**src/rtl/uart_rx_param.sv**
```systemverilog
// Parametrised UART receiver: synchronised start qualification, mid-bit sampling,
// optional parity, 1-2 stop bits, and a ready/valid output register with error/overrun status.
module uart_rx_param #(
    parameter int CLKS_PER_BIT = 280,
    parameter int DATA_BITS    = 8,
    parameter int PARITY       = 0,
    parameter int STOP_BITS    = 1
) (
    input  logic                 clk_i,
    input  logic                 rst_ni,
    input  logic                 rx_i,
    output logic [DATA_BITS-1:0] data_o,
    output logic                 valid_o,
    input  logic                 ready_i,
    output logic                 parity_err_o,
    output logic                 frame_err_o,
    output logic                 overrun_o,
    output logic                 busy_o
);
    localparam int CNT_W = $clog2(CLKS_PER_BIT);
    localparam int IDX_W = $clog2(DATA_BITS);
    localparam logic [CNT_W-1:0] HALF_M1   = CNT_W'(CLKS_PER_BIT / 2 - 1);
    localparam logic [CNT_W-1:0] FULL_M1   = CNT_W'(CLKS_PER_BIT - 1);
    localparam logic [IDX_W-1:0] LAST_IDX  = IDX_W'(DATA_BITS - 1);
    localparam logic             STOP_LAST = 1'(STOP_BITS - 1);

    if (CLKS_PER_BIT < 4) begin : g_chk_cpb
        $error("uart_rx_param: CLKS_PER_BIT must be >= 4");
    end
    if (DATA_BITS < 5 || DATA_BITS > 9) begin : g_chk_db
        $error("uart_rx_param: DATA_BITS must be 5..9");
    end
    if (PARITY < 0 || PARITY > 2) begin : g_chk_par
        $error("uart_rx_param: PARITY must be 0, 1 or 2");
    end
    if (STOP_BITS < 1 || STOP_BITS > 2) begin : g_chk_stop
        $error("uart_rx_param: STOP_BITS must be 1 or 2");
    end

    typedef enum logic [2:0] {S_IDLE, S_START, S_DATA, S_PARITY, S_STOP} state_e;

    state_e               state_q, state_d;
    logic                 sync_q, rx_s_q, rx_prev_q;
    logic [CNT_W-1:0]     cnt_q, cnt_d;
    logic [IDX_W-1:0]     idx_q, idx_d;
    logic                 stop_idx_q, stop_idx_d;
    logic [DATA_BITS-1:0] shreg_q, shreg_d;
    logic                 perr_q, perr_d, ferr_q, ferr_d;
    logic                 done_q, done_d;
    logic [DATA_BITS-1:0] data_q;
    logic                 valid_q, perr_out_q, ferr_out_q, ovr_q;
    logic                 par_exp;

    // Even parity expects the XOR of the data bits; odd expects its inverse.
    assign par_exp = (^shreg_q) ^ (PARITY == 1);

    always_ff @(posedge clk_i or negedge rst_ni) begin
        if (!rst_ni) begin
            sync_q     <= 1'b1;
            rx_s_q     <= 1'b1;
            rx_prev_q  <= 1'b1;
            state_q    <= S_IDLE;
            cnt_q      <= '0;
            idx_q      <= '0;
            stop_idx_q <= 1'b0;
            shreg_q    <= '0;
            perr_q     <= 1'b0;
            ferr_q     <= 1'b0;
            done_q     <= 1'b0;
        end else begin
            sync_q     <= rx_i;
            rx_s_q     <= sync_q;
            rx_prev_q  <= rx_s_q;
            state_q    <= state_d;
            cnt_q      <= cnt_d;
            idx_q      <= idx_d;
            stop_idx_q <= stop_idx_d;
            shreg_q    <= shreg_d;
            perr_q     <= perr_d;
            ferr_q     <= ferr_d;
            done_q     <= done_d;
        end
    end

    always_comb begin
        state_d    = state_q;
        cnt_d      = cnt_q;
        idx_d      = idx_q;
        stop_idx_d = stop_idx_q;
        shreg_d    = shreg_q;
        perr_d     = perr_q;
        ferr_d     = ferr_q;
        done_d     = 1'b0;
        unique case (state_q)
            S_IDLE: begin
                if (rx_prev_q && !rx_s_q) begin
                    state_d = S_START;
                    cnt_d   = '0;
                end
            end
            S_START: begin
                if (cnt_q == HALF_M1) begin
                    if (rx_s_q) begin
                        state_d = S_IDLE;
                    end else begin
                        state_d = S_DATA;
                        cnt_d   = '0;
                        idx_d   = '0;
                        perr_d  = 1'b0;
                        ferr_d  = 1'b0;
                    end
                end else begin
                    cnt_d = cnt_q + CNT_W'(1);
                end
            end
            S_DATA: begin
                if (cnt_q == FULL_M1) begin
                    cnt_d   = '0;
                    shreg_d = {rx_s_q, shreg_q[DATA_BITS-1:1]};
                    if (idx_q == LAST_IDX) begin
                        idx_d      = '0;
                        stop_idx_d = 1'b0;
                        state_d    = (PARITY != 0) ? S_PARITY : S_STOP;
                    end else begin
                        idx_d = idx_q + IDX_W'(1);
                    end
                end else begin
                    cnt_d = cnt_q + CNT_W'(1);
                end
            end
            S_PARITY: begin
                if (cnt_q == FULL_M1) begin
                    cnt_d      = '0;
                    stop_idx_d = 1'b0;
                    state_d    = S_STOP;
                    if (rx_s_q != par_exp) perr_d = 1'b1;
                end else begin
                    cnt_d = cnt_q + CNT_W'(1);
                end
            end
            S_STOP: begin
                if (cnt_q == FULL_M1) begin
                    cnt_d = '0;
                    if (!rx_s_q) ferr_d = 1'b1;
                    // Leave half a bit early so a back-to-back start edge is not missed.
                    if (stop_idx_q == STOP_LAST) begin
                        state_d = S_IDLE;
                        done_d  = 1'b1;
                    end else begin
                        stop_idx_d = 1'b1;
                    end
                end else begin
                    cnt_d = cnt_q + CNT_W'(1);
                end
            end
            default: state_d = S_IDLE;
        endcase
    end

    always_ff @(posedge clk_i or negedge rst_ni) begin
        if (!rst_ni) begin
            data_q     <= '0;
            valid_q    <= 1'b0;
            perr_out_q <= 1'b0;
            ferr_out_q <= 1'b0;
            ovr_q      <= 1'b0;
        end else begin
            ovr_q <= 1'b0;
            if (done_q) begin
                if (!valid_q || ready_i) begin
                    data_q     <= shreg_q;
                    perr_out_q <= perr_q;
                    ferr_out_q <= ferr_q;
                    valid_q    <= 1'b1;
                end else begin
                    ovr_q <= 1'b1;
                end
            end else if (valid_q && ready_i) begin
                valid_q <= 1'b0;
            end
        end
    end

    assign data_o       = data_q;
    assign valid_o      = valid_q;
    assign parity_err_o = perr_out_q;
    assign frame_err_o  = ferr_out_q;
    assign overrun_o    = ovr_q;
    assign busy_o       = (state_q != S_IDLE);

endmodule

```
**config.mk**
```make
export PLATFORM = sky130hd
export DESIGN_NAME = uart_rx_param
export DESIGN_NICKNAME = d
export VERILOG_FILES = /design/src/rtl/uart_rx_param.sv
export SDC_FILE = /design/constraint.sdc
export NUM_CORES = 1
export LEC_CHECK = 0
export CAP_MARGIN = 20
export CORE_ASPECT_RATIO = 0.6
export CORE_MARGIN = 2
export CORE_UTILIZATION = 60
export DETAILED_ROUTE_END_ITERATION = 7
export PLACE_DENSITY = 0.82
export SLEW_MARGIN = 20
export SYNTH_ARGS = -nofsm -noshare
export SYNTH_HDL_FRONTEND = slang
export SYNTH_SLANG_ARGS = --single-unit
```
**constraint.sdc**
```tcl
create_clock -name clk_i -period 5.95 [get_ports clk_i]
set_input_delay 0.595 -clock clk_i [delete_from_list [all_inputs] [get_ports clk_i]]
set_output_delay 0.595 -clock clk_i [all_outputs]
set_load 0.05 [all_outputs]
```
# Word-level counts from Yosys, hierarchy flattened
# Index checks and enable logic that the tools add are counted.
[totals]
mem_bits_rw = 0
rom_bits = 0
latchBits = 0
wordCells = 103
n_memories = 0
out_inout_bits = 13
regBits = 42
[op_classes]
mul = 0
shift = 0
eq_ne = 20
n_reduce_logical = 24
n_mux = 41
div = 0
n_lt_le_gt_ge = 0
n_addsub = 2
n_bitwise = 0
[ops]
columns = ["operator", "count"]
rows = [
  ["$mux 9", 4],
  ["$mux 3", 11],
  ["$pmux 9 s3", 1],
  ["$ne 2x2->1 const B", 10],
  ["$mux 1", 19],
  ["$pmux 3 s5", 1],
  ["$reduce_and 5->1", 3],
  ["$add 9x1->9 const B", 1],
  ["$eq 9x8->1 const B", 1],
  ["$eq 9x9->1 const B", 1],
  ["$reduce_bool 3->1", 3],
  ["$reduce_bool 2->1", 4],
  ["$reduce_xor 8->1", 1],
  ["$reduce_and 7->1", 1],
  ["$eq 3x2->1 const B", 2],
  ["$eq 3x3->1 const B", 2],
  ["$pmux 3 s2", 1],
  ["$reduce_and 2->1", 3],
  ["$pmux 1 s2", 2],
  ["$reduce_and 4->1", 1],
  ["$add 3x1->3 const B", 1],
  ["$eq 3x1->1 const B", 1],
  ["$logic_not 3->1", 1],
  ["$ne 3x3->1 const B", 1],
  ["9 further kinds", 11],
]

# Longest topological paths before layout
# Gate-level depths: netlist of run 1.
[logic_depth]
ltp_word = 5
mapped_depth = 6
depth_no_buf = 5

# Worst setup path before layout of run 1
# No wires, ideal clock.
[synth_path]
kind = "register to register"
startpoint = "register cnt_q[0]"
endpoint = "register ferr_q"
setup_slack_ns = 3.941
stages_incl_launch_ff = 6
t_arrival_ns = 1.888
path_buffers = 0
cell_sequence = "dfrtp_1 ha_1 or3b_4 or3_1 a2111o_1 o2bb2ai_1"
[synth_between]
elab_chain_cells = 3
[synth_rtl]
columns = ["element", "line_no", "source"]
rows = [
  ["start: declaration", "44", "logic [CNT_W-1:0] cnt_q, cnt_d;"],
  ["start signal: assignment", "75", "cnt_q <= cnt_d;"],
  ["$eq 9x9->1 / $eq 9x8->1 (equally long branches)", "142, 102", ""],
  ["$ne 2x2->1 (no source line)", "-", ""],
  ["$reduce_and 5->1 (no source line) (*)", "-", ""],
  ["end signal: assignment", "80", "ferr_q <= ferr_d;"],
  ["end: declaration", "48", "logic perr_q, perr_d, ferr_q, ferr_d;"],
]
# Mark *: on every way between the ends. The rest lies on a longest branch, timed or not.
# A chain may end at the register's enable or synchronous reset.

# Final worst setup path of run 1
[layout_path]
startpoint = "register state_q[0]"
endpoint = "register cnt_q[4]"
[layout_between]
elab_chain_cells = 4
[layout_rtl]
columns = ["element", "line_no", "source"]
rows = [
  ["start: declaration", "42", "state_e state_q, state_d;"],
  ["start signal: assignment", "74", "state_q <= state_d;"],
  ["$eq 3x3->1 / $eq 3x2->1 (equally long branches)", "94", "unique case (state_q)"],
  ["$reduce_or 3->1 (no source line)", "-", ""],
  ["$reduce_bool 3->1 (no source line)", "-", ""],
  ["$reduce_and 3->1 (no source line)", "-", ""],
]
# Several ways; a longest one is shown, not always the timed one.

==> results.tsv, run 1 <==
stage	metric	value	unit
status	outcome	completed	
cts	post-CTS setup buffers	0	
timing	RSZ-0062 raised after global routing	no	
setup_path	WP data arrival	2.79	ns
cts	Hold-fix buffers, CTS	0	
yosys	Yosys top cell area share	46.4	%
global_route	gr busiest metal	met2	
cts	H-Tree Depth	2	
die	initial core utilization	62.8	%
yosys	Synth Instances	183	
setup_path	CP Class	flip-flop to flip-flop	
place	I/O Buffers	16	
timing	Final Hold Vio Count	0	
yosys	Most used DFF post-synth	dfrtp_1	
setup_path	CP startpoint	state_q[0]	
cts	CTS clk-pin slew, worst paths	0.08	ns
global_route	M1 GR Usage	35.5	%
setup_path	Worst R2R Setup Slack	3.33	ns
finish	n_diodes	0	
cts	Root Buffer	clkbuf_8	
global_route	met3 GRT Util	7.22	%
setup_path	endpoint class of the critical path	flip-flop	
timing	Final min period	2.62	ns
cts	TritonCTS Sinks	41	
cts	CTS max path bufs	2	
run	MaxCap Viol Count	0	
setup_path	CP Cell Sequence	or3b_2, a41oi_1, nor2_1, o311ai_0	
yosys	register area share after synthesis	50.2	%
setup_path	FF-to-FF Start	state_q[0]	
timing	skew final	0.00807	ns
cts	cts bufs inserted	5	
yosys	Yosys cell types	48	
place	gp weighted congestion	0.889	
timing	Setup TNS Final	0	ns
global_route	overall routing resource usage	24.7	%
timing	Slew Viols, Final	0	
cts	clk_lat worst skew	0.29	ns
yosys	Yosys warning count	0	
finish	share of layout cells above drive strength 1	19.0	%
global_route	initial antenna violation count	0	
global_route	Overflow after GRT	0	
detailed_routing	drt initial violations	208	
setup_path	R2R depth	4	
detailed_routing	final wirelength	4240	µm
cts	post-CTS sizing	0	
global_route	first-pass GRT wire length	7330	µm
place	hpwl dp	3060	µm
finish	area grow syn2layout	14.2	%
setup_path	Buf/Inv on CP	0	
setup_path	CP delay by family, top	compound AO/OA/AOI/OAI gates	
min_path	Min-Delay Path Class	flip-flop to flip-flop	
setup_path	Worst Path Required	6.12	ns
yosys	Post-synth EDFFs	0	
yosys	Synth Register Bits	41	
global_route	vias in the first global route	1494	
min_path	Hold Crit Start	sync_q	
setup_path	crit path max-delay cell type	a41oi_1	
detailed_routing	antenna-violating nets left	0	
die	die width	79.5	µm
die	I/O pins	17	
timing	Slew @ Worst Pin	0.880	ns
detailed_routing	Detailed Routing Iterations Pass 1	6	
yosys	Mapped Area	0.00205	mm²
global_route	met2 usage	36.0	%
pwr	Leak	0.00102	µW
timing	Final Setup Violations	0	
setup_path	worst setup path endpoint	cnt_q[4]	
die	DIE HEIGHT	49.3	µm
finish	fin nets	207	
timing	Tcrit/Tclk final	44.0	%
pwr	PD cells	259	mW/mm²
yosys	Syn Nets	191	
setup_path	Critical Path Stages	4	
pwr	maximum vdd drop	164	µV
die	core footprint	0.00326	mm²
setup_path	startpoint types	flip-flop	
detailed_routing	detailed-route via count	1557	
timing	Fmax	382	MHz
die	die area	0.00391	mm²
setup_path	CP max stage delay	0.70	ns
timing	Hold Slack	0.359	ns
detailed_routing	Vias/cell	6.36	
yosys	Synth area leaders	dfrtp_1 (46%), mux2_2 (11%), dfstp_2 (3.8%)	
yosys	Yosys top cell by area	dfrtp_1	
die	row count	16	
yosys	ys async rst share	100	%
detailed_routing	wire per inst	17.3	µm
cts	CTS tree	built	
global_route	pin count of the biggest net entering global routing	42	
setup_path	r2r endpoint	cnt_q[4]	
setup_path	critical path peak fanout	14	
detailed_routing	drt drc	0	
yosys	Mean Syn Cell Area	11.2	µm²
timing	worst rel slew slack	40.6	%
==> metrics by stage <==
| step | power, µW | cell area (µm²) | worst slack [ns] | utilization [%] | instances |
|---|---|---|---|---|---|
| final | 605 | 2340 | 3.33 | 71.7 | 245 |
| after global placement | 376 | 2220 | 3.66 | 68.1 | 237 |
| after global routing | 629 | 2340 | 3.12 | 71.7 | 245 |
| after CTS | 606 | 2340 | 3.37 | 71.7 | 245 |
| after detailed placement | 383 | 2220 | 3.43 | 68.1 | 237 |
| after floorplan | 359 | 2050 | 3.94 | - | 183 |
==> cell type report <==
cell class | count | area, µm²
Multi-Input combinational cell | 123 | 937
Clock buffer | 7 | 86.3
Sequential cell | 41 | 1030
Timing Repair Buffer | 16 | 155
Fill cell | 221 | 923
Tap cell | 45 | 56.3
Inverter | 12 | 45.0
Clock inverter | 1 | 30.0
==> where the power goes <==
part           total (µW)  internal, µW  switching, µW
clock                 225           137           87.9
combinational        65.7          26.6           39.2
sequential            315           291           24.1
total                 605           454            151
==> placed cells by master, fill, tap and decap left out, types with 4 or more instances in the layout <==
cell             instances
clkbuf_8                 6
clkdlybuf4s50_1         15
dfrtp_1                 38
ha_1                     4
inv_1                   12
mux2_2                  20
nand2_1                 13
nor2_1                   8
nor3_1                   5
nor4_1                   4
o21ai_0                 11
o221ai_1                 4
xnor2_1                  5
==> metal layers <==
| layer | part of all wire (%) | vias to the layer above | wire [µm] |
|---|---|---|---|
| met5 | 0 | - | 0 |
| met2 | 44 | 86 | 1860 |
| met3 | 7.3 | 15 | 308 |
| met1 | 46 | 751 | 1970 |
| li1 | - | 705 | - |
| met4 | 2.6 | 0 | 109 |
==> synth_stat cells (2+ instances only) <==
library cell,instances
dfrtp_1,38
mux2_2,20
nand2_1,13
inv_1,12
o21ai_0,11
nor2_1,8
nor3_1,5
xnor2_1,5
ha_1,4
nor4_1,4
o221ai_1,4
buf_2,3
clkbuf_1,3
dfstp_2,3
nand2b_1,3
nand3_1,3
o211ai_1,3
a21oi_1,2
a31oi_1,2
nor4bb_1,2
o21a_1,2
o22ai_1,2
o2bb2ai_1,2
o31ai_1,2
or2_2,2
or3_1,2
or3b_2,2
==> flip-flops by register name, indices dropped and copies added (netlist names), 3 cells and up <==
name / cells
cnt_q: 9
data_o: 8
shreg_q: 8
idx_q: 3
state_q: 3
==> worst min-delay path by stage <==
stage          cells past startpoint       end  slack [ns]
2_1_floorplan                      0  cnt_q[0]        0.30
3_3_place_gp                       0    rx_s_q        0.35
3_5_place_dp                       0    rx_s_q        0.35
4_1_cts                            0    rx_s_q        0.36
5_1_grt                            0    rx_s_q        0.37
6_report                           0    rx_s_q        0.36
==> cell families after synthesis <==
| logic type | count (synthesis) | share of synthesized area [%] |
|---|---|---|
| simple gates | 55 | 15.7 |
| compound gates | 36 | 12.5 |
| fa+ha+maj | 4 | 2.44 |
| buf+inv | 19 | 4.03 |
| flops | 41 | 50.2 |
| xor+xnor | 7 | 3.66 |
| mux | 21 | 11.5 |
Power figures use the tool's default switching activity.
==> inputs of run 2 (changes only) <==
--- a/config.mk
+++ b/config.mk
@@ -8,9 +8,9 @@
 export CAP_MARGIN = 20
 export CORE_ASPECT_RATIO = 0.6
 export CORE_MARGIN = 2
-export CORE_UTILIZATION = 60
+export CORE_UTILIZATION = 57
 export DETAILED_ROUTE_END_ITERATION = 7
-export PLACE_DENSITY = 0.82
+export PLACE_DENSITY = 0.79
 export SLEW_MARGIN = 20
 export SYNTH_ARGS = -nofsm -noshare
 export SYNTH_HDL_FRONTEND = slang
==> constraint.sdc (replaced) <==
create_clock -name clk_i -period 2.6 [get_ports clk_i]
set_input_delay 0.26 -clock clk_i [delete_from_list [all_inputs] [get_ports clk_i]]
set_output_delay 0.26 -clock clk_i [all_outputs]
set_load 0.05 [all_outputs]
==> results.tsv, run 2 (synthesis results as in run 1) <==
stage	metric	value	unit
timing	Setup WS post-layout	0.320	ns
setup_path	WP data arrival	2.46	ns
pwr	maximum vdd drop	377	µV
timing	Hold Slack	0.0820	ns
timing	Final Setup Violations	0	
pwr	switch share	26.2	%
pwr	Comb power frac	11.3	%
place	I/O Buffers	16	
setup_path	endpoint class of the critical path	flip-flop	
cts	cts bufs inserted	5	
die	I/O pins	17	
finish	share of layout cells above drive strength 1	20.7	%
run	MaxCap Viol Count	0	
finish	register area	0.00103	mm²
cts	H-Tree Depth	2	
status	outcome	completed	
setup_path	critical path peak fanout	8	
timing	Setup TNS Final	0	ns
pwr	Int Pwr	967	µW
timing	worst rel slew slack	40.6	%
cts	post-CTS sizing	0	
timing	Final min period	2.28	ns
global_route	initial antenna violation count	0	
cts	Root Buffer	clkbuf_8	
place	gp weighted congestion	0.883	
finish	multi-input logic area	937	µm²
die	die area	0.00411	mm²
timing	Tcrit/Tclk final	87.7	%
detailed_routing	detailed-route via count	1502	
detailed_routing	drt drc	0	
cts	clk_lat worst skew	0.29	ns
setup_path	startpoint types	flip-flop	
pwr	Power, Total	1310	µW
die	DIE HEIGHT	50.4	µm
detailed_routing	drt initial violations	114	
pwr	Net Switching	343	µW
global_route	vias in the first global route	1424	
finish	fin nets	210	
setup_path	CP Class	flip-flop to flip-flop	
pwr	Clk network pwr share	34.1	%
setup_path	crit path max-delay cell type	nor4bb_1	
die	initial core utilization	61.3	%
timing	Slew Viols, Final	0	
cts	TritonCTS Sinks	41	
finish	Final Cell Area	0.00235	mm²
timing	Slew @ Worst Pin	0.884	ns
pwr	PD cells	558	mW/mm²
timing	RSZ-0062 raised after global routing	no	
setup_path	CP max stage delay	0.54	ns
detailed_routing	final wirelength	4040	µm
place	Area after DPL	0.00225	mm²
detailed_routing	Vias/cell	6.06	
timing	Fmax	439	MHz
finish	number of flip-flops under the largest register name	9	
global_route	Overflow after GRT	0	
detailed_routing	wire per inst	16.3	µm
global_route	pin count of the biggest net entering global routing	42	
cts	CTS clk-pin slew, worst paths	0.07	ns
global_route	overall routing resource usage	22.6	%
finish	Top reg by flops	cnt_q	
cts	CTS tree	built	
die	core footprint	0.00334	mm²
detailed_routing	antenna-violating nets left	0	
cts	post-CTS setup buffers	0	
setup_path	CP Cell Sequence	ha_1, nor4bb_1, and2_0, nand2_1, mux2_2	
finish	most frequent cells in the layout	dfrtp_1 (38), mux2_2 (20), clkdlybuf4s50_1 (15)	
min_path	Min-Delay Path Class	input pin to asynchronous set/reset pin	
finish	area grow syn2layout	14.5	%
finish	commonest non-fill, non-tap cell in the layout	dfrtp_1	
global_route	first-pass GRT wire length	6930	µm
setup_path	CP startpoint	cnt_q[0]	
detailed_routing	Detailed Routing Iterations Pass 1	4	
setup_path	FF-to-FF Start	cnt_q[0]	
setup_path	Worst Path Required	2.78	ns
place	hpwl dp	2940	µm
finish	fillers	239	
timing	Final Hold Vio Count	0	
pwr	Leak	0.00104	µW
finish	n_diodes	0	
cts	CTS max path bufs	2	
die	row count	16	
timing	skew final	0.00818	ns
place	DP Worst Slack	0.393	ns
cts	Hold-fix buffers, CTS	0	
die	die width	81.4	µm
pwr	sequential share of power	54.5	%
## run 2: cell count changes in the layout (fill, tap and decap cells not counted)
cell	delta
clkinv_2	+1
bufinv_16	-1
clkbuf_1	-1
buf_4	+3
clkbuf_8	+1
## run 2: worst paths after layout
path	endpoint	depth (start not counted)	slack, ns
worst max-delay path	shreg_q[6]	5	0.32
worst min-delay path	data_o[6]	1	0.08
worst max register to register	shreg_q[6]	5	0.32
worst min register to register	rx_s_q	0	0.36
max in group asynchronous	cnt_q[0]	1	1.98
min in group clk_i	rx_s_q	0	0.36
## run 2: power groups by stage
stage          clock [µW]  combinational [µW]  sequential (µW)
2_1_floorplan           0                 121              700
3_3_place_gp            0                 139              721
3_5_place_dp            0                 146              726
4_1_cts               457                 147              713
5_1_grt               484                 164              719
6_report              447                 149              715
## run 2: area by class of cell
class,count,area share [%]
timing repair buffer,19,7.57
clock inverter,1,0.213
tap,45,2.40
inverter,12,1.92
multi-input combinational,123,39.9
clock buffer,7,4.10
sequential,41,43.9
## run 2: per-layer routing
metal  share of wire [%]  vias to the layer above  GRT usage (%)
met5                   0                        -              0
met4                 1.1                        0           5.37
met3                 7.8                       10           5.76
met2                  44                       67           32.2
met1                  47                      723           34.6
li1                    -                      702              -
## run 2: worst max-delay path, delay by kind of cell (launching register included)
kind | cells | cell delay [ns]
flip-flops | 1 | 0.43
AND/OR/NAND/NOR | 3 | 1.15
multiplexers | 1 | 0.35
adder cells (fa/ha/maj) | 1 | 0.23
## run 2: through the flow
step	std cells	utilization, %
5_1_grt	248	70.2
3_3_place_gp	240	67.2
2_1_floorplan	183	-
6_report	248	70.2
4_1_cts	248	70.2
3_5_place_dp	240	67.2
